--- config.mk ---
export PLATFORM = sky130hd
export DESIGN_NAME = tile_buffer_swap_ctrl_flat
export DESIGN_NICKNAME = d
export VERILOG_FILES = /design/src/rtl/tile_buffer_swap_ctrl_if.sv /design/src/rtl/tile_buffer_swap_ctrl.sv /design/src/flat_wrapper.sv
export SDC_FILE = /design/constraint.sdc
export NUM_CORES = 1
export LEC_CHECK = 0
export ABC_AREA = 1
export CAP_MARGIN = 20
export CORE_ASPECT_RATIO = 0.75
export CORE_MARGIN = 1.5
export CORE_UTILIZATION = 60
export DETAILED_ROUTE_END_ITERATION = 12
export DONT_BUFFER_PORTS = 1
export HOLD_SLACK_MARGIN = 0.1
export PLACE_DENSITY = 0.76
export SETUP_SLACK_MARGIN = 0.02
export SYNTH_ARGS = -nofsm -noshare
export SYNTH_HDL_FRONTEND = slang
export SYNTH_SLANG_ARGS = --single-unit
--- constraint.sdc ---
create_clock -name clk -period 2.35 [get_ports clk]
set_clock_uncertainty 0.1 [all_clocks]
set_input_delay 0.235 -clock clk [delete_from_list [all_inputs] [get_ports clk]]
set_output_delay 0.235 -clock clk [all_outputs]
set_load 0.02 [all_outputs]
--- src/rtl/tile_buffer_swap_ctrl_if.sv ---
// tile_buffer_swap_ctrl_if: request/vblank inputs and select/status outputs of the swap controller
interface tile_buffer_swap_ctrl_if #(
    parameter int CNT_WIDTH = 16
);
    logic                 swap_req;
    logic                 vblank;
    logic                 tile_idx_select;
    logic                 rpi_wr_allow;
    logic                 swap_pending;
    logic                 swap_done;
    logic [CNT_WIDTH-1:0] swap_cnt;
    logic [CNT_WIDTH-1:0] repeat_cnt;
    modport master (
        output swap_req, vblank,
        input  tile_idx_select, rpi_wr_allow, swap_pending, swap_done, swap_cnt, repeat_cnt
    );
    modport slave (
        input  swap_req, vblank,
        output tile_idx_select, rpi_wr_allow, swap_pending, swap_done, swap_cnt, repeat_cnt
    );
endinterface

--- src/rtl/tile_buffer_swap_ctrl.sv ---
// tile_buffer_swap_ctrl: flips the double-buffer select on a qualifying vblank edge after a frame-complete request
module tile_buffer_swap_ctrl #(
    parameter int MIN_FRAMES = 1,
    parameter int CNT_WIDTH  = 16
) (
    input logic                    clk,
    input logic                    reset,
    tile_buffer_swap_ctrl_if.slave bus
);
    typedef enum logic {IDLE, PENDING} state_t;
    state_t               state_q, state_d;
    logic                 sel_q, sel_d;
    logic                 done_q, done_d;
    logic                 vblank_q;
    logic [7:0]           frames_q, frames_d;
    logic [CNT_WIDTH-1:0] swap_cnt_q, swap_cnt_d;
    logic [CNT_WIDTH-1:0] repeat_cnt_q, repeat_cnt_d;
    logic                 vb_edge, qualify, do_swap;

    assign vb_edge = bus.vblank & ~vblank_q;
    assign qualify = vb_edge & (({1'b0, frames_q} + 9'd1) >= 9'(MIN_FRAMES));
    assign do_swap = (state_q == PENDING) & qualify;

    // next state: accept requests in IDLE, swap on a qualifying edge in PENDING, count every other edge as a repeat
    always_comb begin
        state_d      = state_q;
        sel_d        = sel_q;
        done_d       = do_swap;
        frames_d     = frames_q;
        swap_cnt_d   = swap_cnt_q;
        repeat_cnt_d = repeat_cnt_q;
        if (state_q == IDLE)
            state_d = bus.swap_req ? PENDING : IDLE;
        else if (do_swap)
            state_d = IDLE;
        if (do_swap) begin
            sel_d      = ~sel_q;
            swap_cnt_d = swap_cnt_q + 1'b1;
            frames_d   = 8'd0;
        end else if (vb_edge) begin
            repeat_cnt_d = repeat_cnt_q + 1'b1;
            frames_d     = (frames_q < 8'(MIN_FRAMES)) ? frames_q + 8'd1 : frames_q;
        end
    end

    // state and statistics registers; frames_shown starts saturated so the first qualifying edge may swap
    always_ff @(posedge clk or posedge reset) begin
        if (reset) begin
            state_q      <= IDLE;
            sel_q        <= 1'b0;
            done_q       <= 1'b0;
            vblank_q     <= 1'b0;
            frames_q     <= 8'(MIN_FRAMES);
            swap_cnt_q   <= '0;
            repeat_cnt_q <= '0;
        end else begin
            state_q      <= state_d;
            sel_q        <= sel_d;
            done_q       <= done_d;
            vblank_q     <= bus.vblank;
            frames_q     <= frames_d;
            swap_cnt_q   <= swap_cnt_d;
            repeat_cnt_q <= repeat_cnt_d;
        end
    end

    assign bus.tile_idx_select = sel_q;
    assign bus.rpi_wr_allow    = (state_q == IDLE);
    assign bus.swap_pending    = (state_q == PENDING);
    assign bus.swap_done       = done_q;
    assign bus.swap_cnt        = swap_cnt_q;
    assign bus.repeat_cnt      = repeat_cnt_q;
endmodule

--- src/flat_wrapper.sv ---
// flat-port wrapper written by rule: the top's interface ports become plain ports
module tile_buffer_swap_ctrl_flat 
#(
    parameter int MIN_FRAMES = 1,
    parameter int CNT_WIDTH  = 16
)
  (clk, reset, bus_swap_req, bus_vblank, bus_tile_idx_select, bus_rpi_wr_allow, bus_swap_pending, bus_swap_done, bus_swap_cnt, bus_repeat_cnt);
  tile_buffer_swap_ctrl_if #(.CNT_WIDTH(CNT_WIDTH)) bus_i ();
  input logic clk;
  input logic reset;
  input wire logic [$bits(bus_i.swap_req)-1:0] bus_swap_req;
  input wire logic [$bits(bus_i.vblank)-1:0] bus_vblank;
  output wire logic [$bits(bus_i.tile_idx_select)-1:0] bus_tile_idx_select;
  output wire logic [$bits(bus_i.rpi_wr_allow)-1:0] bus_rpi_wr_allow;
  output wire logic [$bits(bus_i.swap_pending)-1:0] bus_swap_pending;
  output wire logic [$bits(bus_i.swap_done)-1:0] bus_swap_done;
  output wire logic [$bits(bus_i.swap_cnt)-1:0] bus_swap_cnt;
  output wire logic [$bits(bus_i.repeat_cnt)-1:0] bus_repeat_cnt;
  assign bus_i.swap_req = bus_swap_req;
  assign bus_i.vblank = bus_vblank;
  assign bus_tile_idx_select = bus_i.tile_idx_select;
  assign bus_rpi_wr_allow = bus_i.rpi_wr_allow;
  assign bus_swap_pending = bus_i.swap_pending;
  assign bus_swap_done = bus_i.swap_done;
  assign bus_swap_cnt = bus_i.swap_cnt;
  assign bus_repeat_cnt = bus_i.repeat_cnt;
  tile_buffer_swap_ctrl #(.MIN_FRAMES(MIN_FRAMES), .CNT_WIDTH(CNT_WIDTH)) u_core (.clk(clk), .reset(reset), .bus(bus_i));
endmodule
Word-level counts from Yosys, hierarchy flattened. Cells that the tools add are included.

Register bits: 44. Bits of input ports: 4. Output and inout port bits: 36. Logic and storage cells: 30.

Add/sub/neg operators: 4. Magnitude comparators: 2. Multiplexer cells: 6. Bitwise operators: 7. Reductions and logical operators: 4.

Operators by type and width (count): $add A16 B1 Y16 const B (2); $mux W8 (3); $add A8 B1 Y9 const B (1); $ge A9 B1 Y1 const B (1); $add A8 B1 Y8 const B (1); $lt A8 B1 Y1 const B (1); $not A1 Y1 (4); $reduce_and A2 Y1 (2); $reduce_bool A2 Y1 (2); $and A1 B1 Y1 (3); $mux W1 (3).

Depth between registers and ports, before layout. Gate-level depths: netlist of run 1.

Depth in word-level cells: 6. Gate-level depth with buffers: 16. Depth with buffers taken out: 14.

Least setup slack after synthesis of run 1. No wires, ideal clock.

Path kind: flip-flop to flip-flop. From: register u_core.frames_q[0]. To: register u_core.swap_cnt_q[3] (netlist: u_core.bus.swap_cnt[3]). Setup time: 0.117 ns. Data arrival time: 1.844 ns. Slack: 0.290 ns. Cell stages (with the launch flop): 17. Period minus slack after synthesis: 2.060 ns. Cells stage by stage: dfstp_2 > inv_2 > ha_1 > inv_1 > nand2_1 > nor2_1 > nand2_1 > nor2_1 > nand2_1 > nor2_1 > nand2_1 > nand2_2 > buf_6 > inv_4 > buf_6 > nand2_1 > nand2_1.

Cells in the longest elaborated chain, start to end: 4.

Ends and longest elaborated chain: start, declared (RTL line tile_buffer_swap_ctrl.sv:15) `logic [7:0] frames_q, frames_d;`; start signal, assigned (RTL line tile_buffer_swap_ctrl.sv:53) `frames_q <= 8'(MIN_FRAMES);`; start signal, assigned (RTL line tile_buffer_swap_ctrl.sv:61) `frames_q <= frames_d;`; $add A8 B1 Y9 (RTL line tile_buffer_swap_ctrl.sv:21) `assign qualify = vb_edge & (({1'b0, frames_q} + 9'd1) >= 9'(MIN_FRAMES));`; $ge A9 B1 Y1 (RTL line tile_buffer_swap_ctrl.sv:21); $and A1 B1 Y1 (RTL line tile_buffer_swap_ctrl.sv:21); $and A1 B1 Y1 (RTL line tile_buffer_swap_ctrl.sv:22) `assign do_swap = (state_q == PENDING) & qualify;`; end signal, assigned (RTL line tile_buffer_swap_ctrl.sv:62) `swap_cnt_q <= swap_cnt_d;`; end, declared (RTL line tile_buffer_swap_ctrl.sv:16) `logic [CNT_WIDTH-1:0] swap_cnt_q, swap_cnt_d;`.

Every way passes these cells. A chain may end at the register's enable or synchronous reset.

Worst setup path in the final report of run 1.
From: register u_core.frames_q[0]. To: register u_core.swap_cnt_q[14] (netlist: u_core.bus.swap_cnt[14]).

The elaborated chain is that of the path after synthesis.

==> impl_metrics.ini, run 1 <==
[clocking]
cts_tree = yes
cts.path.max_buffers = 2
path_clk_slew_ns = 0.08
clkLatencyLatePin_ns = 0.30
numCtsBuffers = 5
cts_root_buf = clkbuf_8
cts.sinks = 44
cts-htree-levels = 2

[logic_synthesis]
synth_nets = 350
synthXorXnorAreaFrac_pct = 9.22
ys_types = 24
synth_top_family_by_area = simple AND/OR/NAND/NOR gates
yosysSeqAreaShare_pct = 43.0
yosysWarnings = 0
synth_cells = 341
synth_top_area_share_pct = 42.0
synth_seq_cells = 44
syn_area_per_cell_sq_um = 7.52
synth_compound_area_share_pct = 1.66
synth_mux_area_share_pct = 0
yosys-top-cells-area = dfrtp_1 (42%), nand2_1 (18%), nand3_1 (6.0%), xnor2_1 (5.1%), inv_1 (5.0%)
synth-simple-area-share_pct = 35.4
mappedNetlistArea_sq_um = 2560
synthAdderAreaFrac_pct = 2.44
yosys.area.top_type = dfrtp_1

[final_layout]
final_area_sq_um = 2860
area_growth_pct = 11.5
layout.cells.non_filler = 406
final_nets = 360
layout-drive-gt1-share_pct = 8.55
antennaDiodeCount = 0

[power_and_ir_drop]
p_sw_share_pct = 38.6
clockPowerShare_pct = 23.6
powerDensity_nw_per_um2 = 771
peakVddDrop_v = 0.000416
p_seq_share_pct = 50.5
p_int_mw = 1.35
comb_power_share_pct = 25.9
power.leakage_nw = 1.40
switchingPower_mw = 0.850

[sta]
worst_slack_ns = 0.143
max_slew.worst_pin.slew_ns = 0.882
final-setup-viol-count = 0
finalCritPeriodShare_pct = 93.9
maxSlewViolCount = 0
min_period_ns = 2.21
finalSetupTns_ns = 0
relSlewSlack_pct = 41.1
hold_viol = 0
clock.fmax_mhz = 453

[placement]
dp_hpwl_um = 3630
dpl.cell_count = 389
gp_congestion = 0.910
place_area_sq_um = 2580
port_buffers = 0
preCtsSetupSlack_ns = 0.0309

[worst_setup_path]
path_max_fanout = 8
ff2ff_path_depth = 14
cp.arrival_ns = 2.32
crit_type = reg2reg
cp-start-kind = register
crit_path_end_kind = register
crit_required_ns = 2.47

[detailed_routing]
drtAntennaViolNets = 0
avgViaCountPerCell = 5.58
routed_wl_um = 6090
dr.pass1.iters = 5
vias = 2267
first_iter_violations = 207
drc = 0
post_drt_wl_per_cell_um = 15.0

[global_routing]
overflow = 0
antenna_found_initial = 0
grt_max_degree = 45
grt_pass1_wl_um = 9180
track_usage_pct = 25.8
grt_pass1_vias = 1948

[die]
start_util_pct = 62.9
pin_count = 40
fp.dieH_um = 59.6
die_area_sq_um = 4680
num_rows = 20
die_w_um = 78.5
core_sq_um = 4080

[min_path]
hold_class = in2reg
hold_path_depth = 5

[run_status]
status = finished, final reports clean

[job]
cap_violations = 0
[final cells by class]
cell class | count | area (sq um)
Multi-Input combinational cell | 254 | 1310
Fill cell | 326 | 1220
Sequential cell | 44 | 1100
Inverter | 36 | 140
Timing Repair Buffer | 10 | 138
Clock buffer | 7 | 96.3
Tap cell | 55 | 68.8
[synth_stat cells, drive strengths merged]
cell	number
nand2	128
dfrtp	43
inv	36
nand3	31
nor2	29
xnor2	15
xor2	12
nand4	9
nor3	9
buf	7
nand3b	6
ha	5
o21ai	5
a21oi	2
clkbuf	2
dfstp	1
nor4	1
[repair_timing]
action,in CTS,in global routing
cloned,0,5
resized for setup,1,9
endpoints found under the hold margin,45,0
setup buffers,0,2
pin swaps,0,4
setup endpoints to repair,16,43
hold buffers,3,0
[sequential cells by signal, indices dropped and copies added (netlist names)]
register and count:
u_core.bus.tile_idx_select 1, u_core.bus.swap_cnt 16, u_core.bus.repeat_cnt 16, u_core.frames_q 8, u_core.vblank_q 1, u_core.bus.swap_done 1, u_core.bus.swap_pending 1
[power groups by stage]
stage | combinational [mW] | sequential, mW | clock, mW
6_report | 0.570 | 1.11 | 0.521
2_1_floorplan | 0.390 | 1.09 | 0
3_3_place_gp | 0.431 | 1.13 | 0
5_1_grt | 0.653 | 1.14 | 0.567
3_5_place_dp | 0.444 | 1.13 | 0
4_1_cts | 0.456 | 1.12 | 0.527
[worst max-delay path: stages, from the launching register on]
cell and delay (ns):
dfstp_2 0.57, inv_2 0.07, ha_4 0.24, inv_1 0.04
nand2_1 0.04, nor2_1 0.09, nand2_1 0.06, nor2_1 0.11
nand2_1 0.08, nor2_2 0.09, nand2_2 0.12, nand2_8 0.17
clkbuf_16 0.18, nand2_1 0.05, o21ai_0 0.10
[per-stage QoR]
| step | hold WS (ns) | utilization (%) | power, mW |
|---|---|---|---|
| after floorplan | 0.166 | - | 1.48 |
| after global placement | 0.167 | 63.4 | 1.56 |
| after detailed placement | 0.167 | 63.4 | 1.57 |
| after CTS | 0.290 | 66.6 | 2.10 |
| after global routing | 0.338 | 70.1 | 2.36 |
| final | 0.323 | 70.1 | 2.20 |
[metal layers]
layer	global-route usage (%)	share of wire, %	vias up
li1	-	-	1093
met1	36.7	45	1058
met2	38.6	45	104
met3	7.69	9.4	12
met4	6.89	1.1	0
met5	0	0	-
[cell families (layout without fill, tap and decap cells)]
group	Yosys count	in the layout
buf+inv	45	53
compound gates	7	7
xor+xnor	27	27
fa+ha+maj	5	5
flops	44	44
simple gates	213	215
[worst paths after layout]
check / startpoint / to / slack, ns
max: u_core.frames_q[0] / u_core.bus.swap_cnt[14] / 0.14
min: bus_vblank / u_core.bus.repeat_cnt[2] / 0.32
max reg2reg: u_core.frames_q[0] / u_core.bus.swap_cnt[14] / 0.14
min reg2reg: u_core.frames_q[7] / u_core.frames_q[7] / 0.47
max in group asynchronous: reset / u_core.bus.repeat_cnt[4] / 1.12
min in group asynchronous: reset / u_core.frames_q[6] / 0.48
[layout by cell type (no fill, tap or decap), types with 4 or more instances in the layout]
| cell | Yosys | final |
|---|---|---|
| nand2_1 | 126 | 124 |
| dfrtp_1 | 43 | 43 |
| inv_1 | 34 | 33 |
| nand3_1 | 31 | 31 |
| nor2_1 | 27 | 26 |
| xnor2_1 | 15 | 15 |
| xor2_1 | 12 | 12 |
| nand4_1 | 9 | 9 |
| nor3_1 | 9 | 9 |
| clkbuf_8 | 0 | 7 |
| nand3b_1 | 6 | 6 |
| o21ai_0 | 4 | 4 |
| ha_1 | 5 | 4 |
Power figures use the tool's default switching activity.
==> run 2: changes to the inputs <==
--- a/config.mk
+++ b/config.mk
@@ -15,4 +15,5 @@
 export HOLD_SLACK_MARGIN = 0.1
 export PLACE_DENSITY = 0.76
+export RECOVER_POWER = 100
 export SETUP_SLACK_MARGIN = 0.02
 export SYNTH_ARGS = -nofsm -noshare
==> constraint.sdc (replaced) <==
create_clock -name clk -period 2.35 [get_ports clk]
set_clock_uncertainty 0.1 [all_clocks]
set_input_delay 0.3525 -clock clk [delete_from_list [all_inputs] [get_ports clk]]
set_output_delay 0.3525 -clock clk [all_outputs]
set_load 0.02 [all_outputs]
==> run 2 against run 1 <==
Compared with the run above:
- worst hold slack gained 0.10 ns
- highest routed layer unchanged
- wire length shrank 7.0%
- largest cell class unchanged
- worst setup slack gained 0.025 ns
==> impl_metrics.ini, run 2 (synthesized netlist as in run 1, its figures left out) <==
[placement]
dp_hpwl_um = 3630
port_buffers = 0
gp_congestion = 0.911
place_area_sq_um = 2590

[die]
die_w_um = 78.5
start_util_pct = 62.9
die_area_sq_um = 4680
fp.dieH_um = 59.6
pin_count = 40
core_sq_um = 4080
num_rows = 20

[final_layout]
layout_commonest_cell = nand2_1
final_cell_mix = nand2_1 (124), dfrtp_1 (43), inv_1 (33)
layout-drive-gt1-share_pct = 8.19
final_area_sq_um = 2800
area_growth_pct = 9.02
antennaDiodeCount = 0
final_nets = 362
post-route-util_pct = 68.6

[global_routing]
grt_pass1_wl_um = 8900
grt_max_degree = 45
grt_pass1_vias = 1888
antenna_found_initial = 0
overflow = 0
track_usage_pct = 24.8

[power_and_ir_drop]
power_mw = 2.12
powerDensity_nw_per_um2 = 757
power.leakage_nw = 1.38
peakVddDrop_v = 0.000487

[sta]
rsz0062_at_grt = yes
maxSlewViolCount = 0
min_period_ns = 2.18
relSlewSlack_pct = 28.6
max_slew.worst_pin.slew_ns = 1.07
final-setup-viol-count = 0
hold_viol = 0
clock.fmax_mhz = 458
timing.hold.ws_ns = 0.425
finalCritPeriodShare_pct = 92.8

[detailed_routing]
first_iter_violations = 179
drtAntennaViolNets = 0
post_drt_wl_per_cell_um = 13.8
dr.max_layer_used = met4
wl_met1_um = 2770
drc = 0
dr.pass1.iters = 4
wl_met3_um = 354
vias = 2172
route.met2.wl_um = 2490
routed_wl_um = 5660
avgViaCountPerCell = 5.31

[worst_setup_path]
r2r-end = u_core.bus.swap_cnt[14]
max_stage_delay_ns = 0.58
rrSetupSlack_ns = 0.17
cp-start-kind = register
crit_required_ns = 2.46
critPathLaunch = u_core.frames_q[0]
path_cells = inv_2, ha_1, inv_1, nand2_1, nor2_1, nand2_1, nor2_1, nand2_1, nor2_2, nand2_2, nand2_8, buf_4, nand2_1, o21ai_0
cp.arrival_ns = 2.29
r2r-start = u_core.frames_q[0]
crit_path_end_kind = register
cpMostUsedCell = nand2_1
path_max_fanout = 8
ff2ff_path_depth = 14
crit_type = reg2reg
critPathSlowestCell = dfstp_2

[clocking]
cts-htree-levels = 2
cts.path.max_buffers = 2
numCtsBuffers = 5
cts.sinks = 44
clkLatencyLatePin_ns = 0.30
cts_tree = yes
cts_root_buf = clkbuf_8
path_clk_slew_ns = 0.09

[min_path]
hold_end = u_core.bus.repeat_cnt[9]
min_from = bus_vblank
hold_class = in2reg
hold_path_depth = 5

[run_status]
status = finished, final reports clean

[job]
cap_violations = 0
run 2: worst max-delay path, delay by kind of cell (launching register included):
| kind | cells | cell delay [ns] |
|---|---|---|
| buffers and inverters | 3 | 0.31 |
| and+or+nand+nor | 9 | 0.72 |
| adders and majority gates | 1 | 0.30 |
| DFF | 1 | 0.58 |
| AOI/OAI and AO/OA | 1 | 0.10 |
run 2: power breakdown:
group          total [mW]  internal (mW)  switching [mW]
Sequential           1.12          0.862           0.255
Combinational       0.504          0.197           0.308
Clock               0.497          0.235           0.262
Total                2.12           1.29           0.824
run 2: cell type report:
class	instances	area (sq um)
timing repair buffer	13	110
multi-input combinational	253	1280
sequential	44	1100
tap	55	68.8
clock buffer	6	82.6
fill	329	1280
clock inverter	2	10.0
inverter	36	140
run 2: how the worst max path moves through the flow:
stage / to / slack (ns) / depth (start not counted)
4_1_cts: u_core.bus.repeat_cnt[1] / 0.04 / 14
6_report: u_core.bus.swap_cnt[14] / 0.17 / 14
5_1_grt: u_core.bus.swap_cnt[14] / -0.01 / 14
3_5_place_dp: u_core.bus.repeat_cnt[1] / 0.04 / 14
3_3_place_gp: u_core.bus.repeat_cnt[1] / 0.08 / 14
2_1_floorplan: u_core.bus.swap_cnt[3] / 0.29 / 16
run 2: timing repair:
| action | 4_1_cts | 5_1_grt |
|---|---|---|
| hold endpoints to repair | 45 | 0 |
| hold buffers | 3 | 0 |
| endpoints found under the setup margin | 0 | 42 |
| resized for setup | 0 | 8 |
| buffers inserted | 0 | 4 |
run 2: per-stage QoR:
step / worst slack [ns] / setup TNS, ns / std cells
floorplan: 0.290 / 0 / 341
global placement: 0.0800 / 0 / 390
detailed placement: 0.0443 / 0 / 390
CTS: 0.0350 / 0 / 401
global route: -0.0131 / -0.0131 / 409
finish: 0.169 / 0 / 409
run 2: metal layers:
layer / up-vias / global-route usage [%]
li1: 1095 / -
met1: 1003 / 35.9
met2: 69 / 36.6
met3: 5 / 6.00
met4: 0 / 8.42
met5: - / 0
==> run 3: changes to the inputs <==
CORE_ASPECT_RATIO = 1.2   (was 0.75)
MAX_ROUTING_LAYER = met4   (was not set)
==> run 3 against run 2 <==
Compared with the run above:
- worst setup slack gained 0.023 ns
- largest cell class unchanged
- critical path type unchanged
- register-to-register slack gained 0.02 ns
- critical endpoint is now u_core.bus.swap_cnt[2]
- combinational power shrank 6.3%
==> impl_metrics.ini, run 3 (synthesized netlist as in run 1, its figures left out) <==
[run_status]
status = finished, final reports clean

[die]
fp.dieH_um = 74.6
num_rows = 25
die_area_sq_um = 4680
pin_count = 40
core_sq_um = 4040
die_w_um = 62.7
start_util_pct = 63.6

[global_routing]
antenna_found_initial = 0
grt_pass1_wl_um = 8980
track_usage_pct = 25.3
grt_pass1_vias = 2097
grt_max_degree = 25
overflow = 0

[detailed_routing]
dr.max_layer_used = met4
routed_wl_um = 5230
post_drt_wl_per_cell_um = 13.0
first_iter_violations = 154
dr.pass1.iters = 4
avgViaCountPerCell = 5.28
vias = 2135
route.met2.wl_um = 2760
drc = 0
wl_met3_um = 242
wl_met1_um = 2170
drtAntennaViolNets = 0

[worst_setup_path]
cp.arrival_ns = 2.28
cp_top_family = simple AND/OR/NAND/NOR gates
cp_num_cells = 14
cp-start-kind = register
crit_type = reg2reg
path_max_fanout = 12
ff2ff_path_depth = 14
rrSetupSlack_ns = 0.19
crit_path_end_kind = register
crit_required_ns = 2.47
max_stage_delay_ns = 0.59
path_cells = inv_2, ha_1, inv_1, nand2_1, nor2_1, nand2_1, nor2_1, nand2_1, nor2_1, nand2_1, nand2_4, buf_4, nand2_1, o21ai_0
critPathSlowestCell = dfstp_2
cpMostUsedCell = nand2_1
path_buf_inv = 3

[final_layout]
area_growth_pct = 7.37
final_area_sq_um = 2750
n_fill_cell = 339
final_cell_mix = nand2_1 (126), dfrtp_1 (43), inv_1 (33)
layout-drive-gt1-share_pct = 5.43
final_nets = 358
antennaDiodeCount = 0
layout_commonest_cell = nand2_1

[power_and_ir_drop]
comb_power_share_pct = 21.9
clockPowerShare_pct = 26.6
powerDensity_nw_per_um2 = 784
switchingPower_mw = 0.797
p_int_mw = 1.36
peakVddDrop_v = 0.000591
p_sw_share_pct = 36.9
power.leakage_nw = 1.37
p_seq_share_pct = 51.6

[clocking]
path_clk_slew_ns = 0.08
numCtsBuffers = 5
cts.path.max_buffers = 2
cts_root_buf = clkbuf_8
cts_tree = yes
clkLatencyLatePin_ns = 0.30
cts-htree-levels = 2
cts.sinks = 44

[sta]
finalSetupTns_ns = 0
hold_viol = 0
relSlewSlack_pct = 30.4
clock.fmax_mhz = 463
finalCritPeriodShare_pct = 91.8
max_slew.worst_pin.slew_ns = 1.04
timing.hold.ws_ns = 0.254
final-setup-viol-count = 0
rsz0062_at_grt = no
maxSlewViolCount = 0
min_period_ns = 2.16

[min_path]
hold_path_depth = 4
hold_class = in2reg

[placement]
gp_congestion = 0.900
place_area_sq_um = 2610
port_buffers = 0
dp_hpwl_um = 3790

[job]
cap_violations = 0
## run 3: cell count changes in the layout (fill, tap and decap cells not counted), moves of 2 or more
cell / change
buf_4: -3
nand2_8: -2
clkbuf_1: +3
nand2_1: +2
buf_6: -2
nand2_4: +2
nand2_2: -3
## run 3: worst paths after layout
| kind | from | to |
|---|---|---|
| min | bus_vblank | u_core.bus.repeat_cnt[8] |
| min in group asynchronous | reset | u_core.bus.swap_cnt[4] |
| max | u_core.frames_q[0] | u_core.bus.swap_cnt[2] |
| min reg2reg | u_core.frames_q[7] | u_core.frames_q[7] |
| max reg2reg | u_core.frames_q[0] | u_core.bus.swap_cnt[2] |
| max in group asynchronous | reset | u_core.bus.repeat_cnt[5] |
## run 3: layer usage
metal / GRT usage, % / vias to the layer above
met4: 9.63 / 0
met3: 6.28 / 6
met1: 27.3 / 999
met5: - / -
li1: - / 1078
met2: 45.8 / 52
## run 3: metrics by stage
stage | power (mW) | utilization, % | cells | setup WS [ns]
floorplan | 1.48 | - | 341 | 0.290
global placement | 1.58 | 64.8 | 392 | 0.169
detailed placement | 1.59 | 64.8 | 392 | 0.0953
CTS | 2.17 | 68.2 | 403 | 0.0830
global route | 2.29 | 68.2 | 404 | 0.0321
finish | 2.16 | 68.2 | 404 | 0.192
## run 3: cell type report
type	count	area (sq um)	area share [%]
timing repair buffer	10	87.6	3.18
clock buffer	6	72.6	2.64
sequential	44	1100	40.0
tap	54	67.6	2.45
multi-input combinational	252	1250	45.4
clock inverter	2	35.0	1.27
inverter	36	138	5.00
## run 3: tightest hold or removal path: cells and delay by family
| kind | cells | cell delay [ns] |
|---|---|---|
| buffers and inverters | 1 | 0.05 |
| and+or+nand+nor | 3 | 0.22 |
## run 3: power by group through the flow
stage	registers, mW	logic, mW	clock network [mW]
floorplan	1.09	0.390	0
global placement	1.13	0.447	0
detailed placement	1.13	0.461	0
CTS	1.12	0.466	0.587
global route	1.13	0.546	0.613
finish	1.11	0.472	0.574
## run 3: timing repair
item / in CTS / in global routing
endpoints found under the hold margin: 13 / 0
setup buffers: 0 / 1
hold buffers: 3 / 0
setup endpoints to repair: 0 / 22
gates resized for setup: 0 / 3
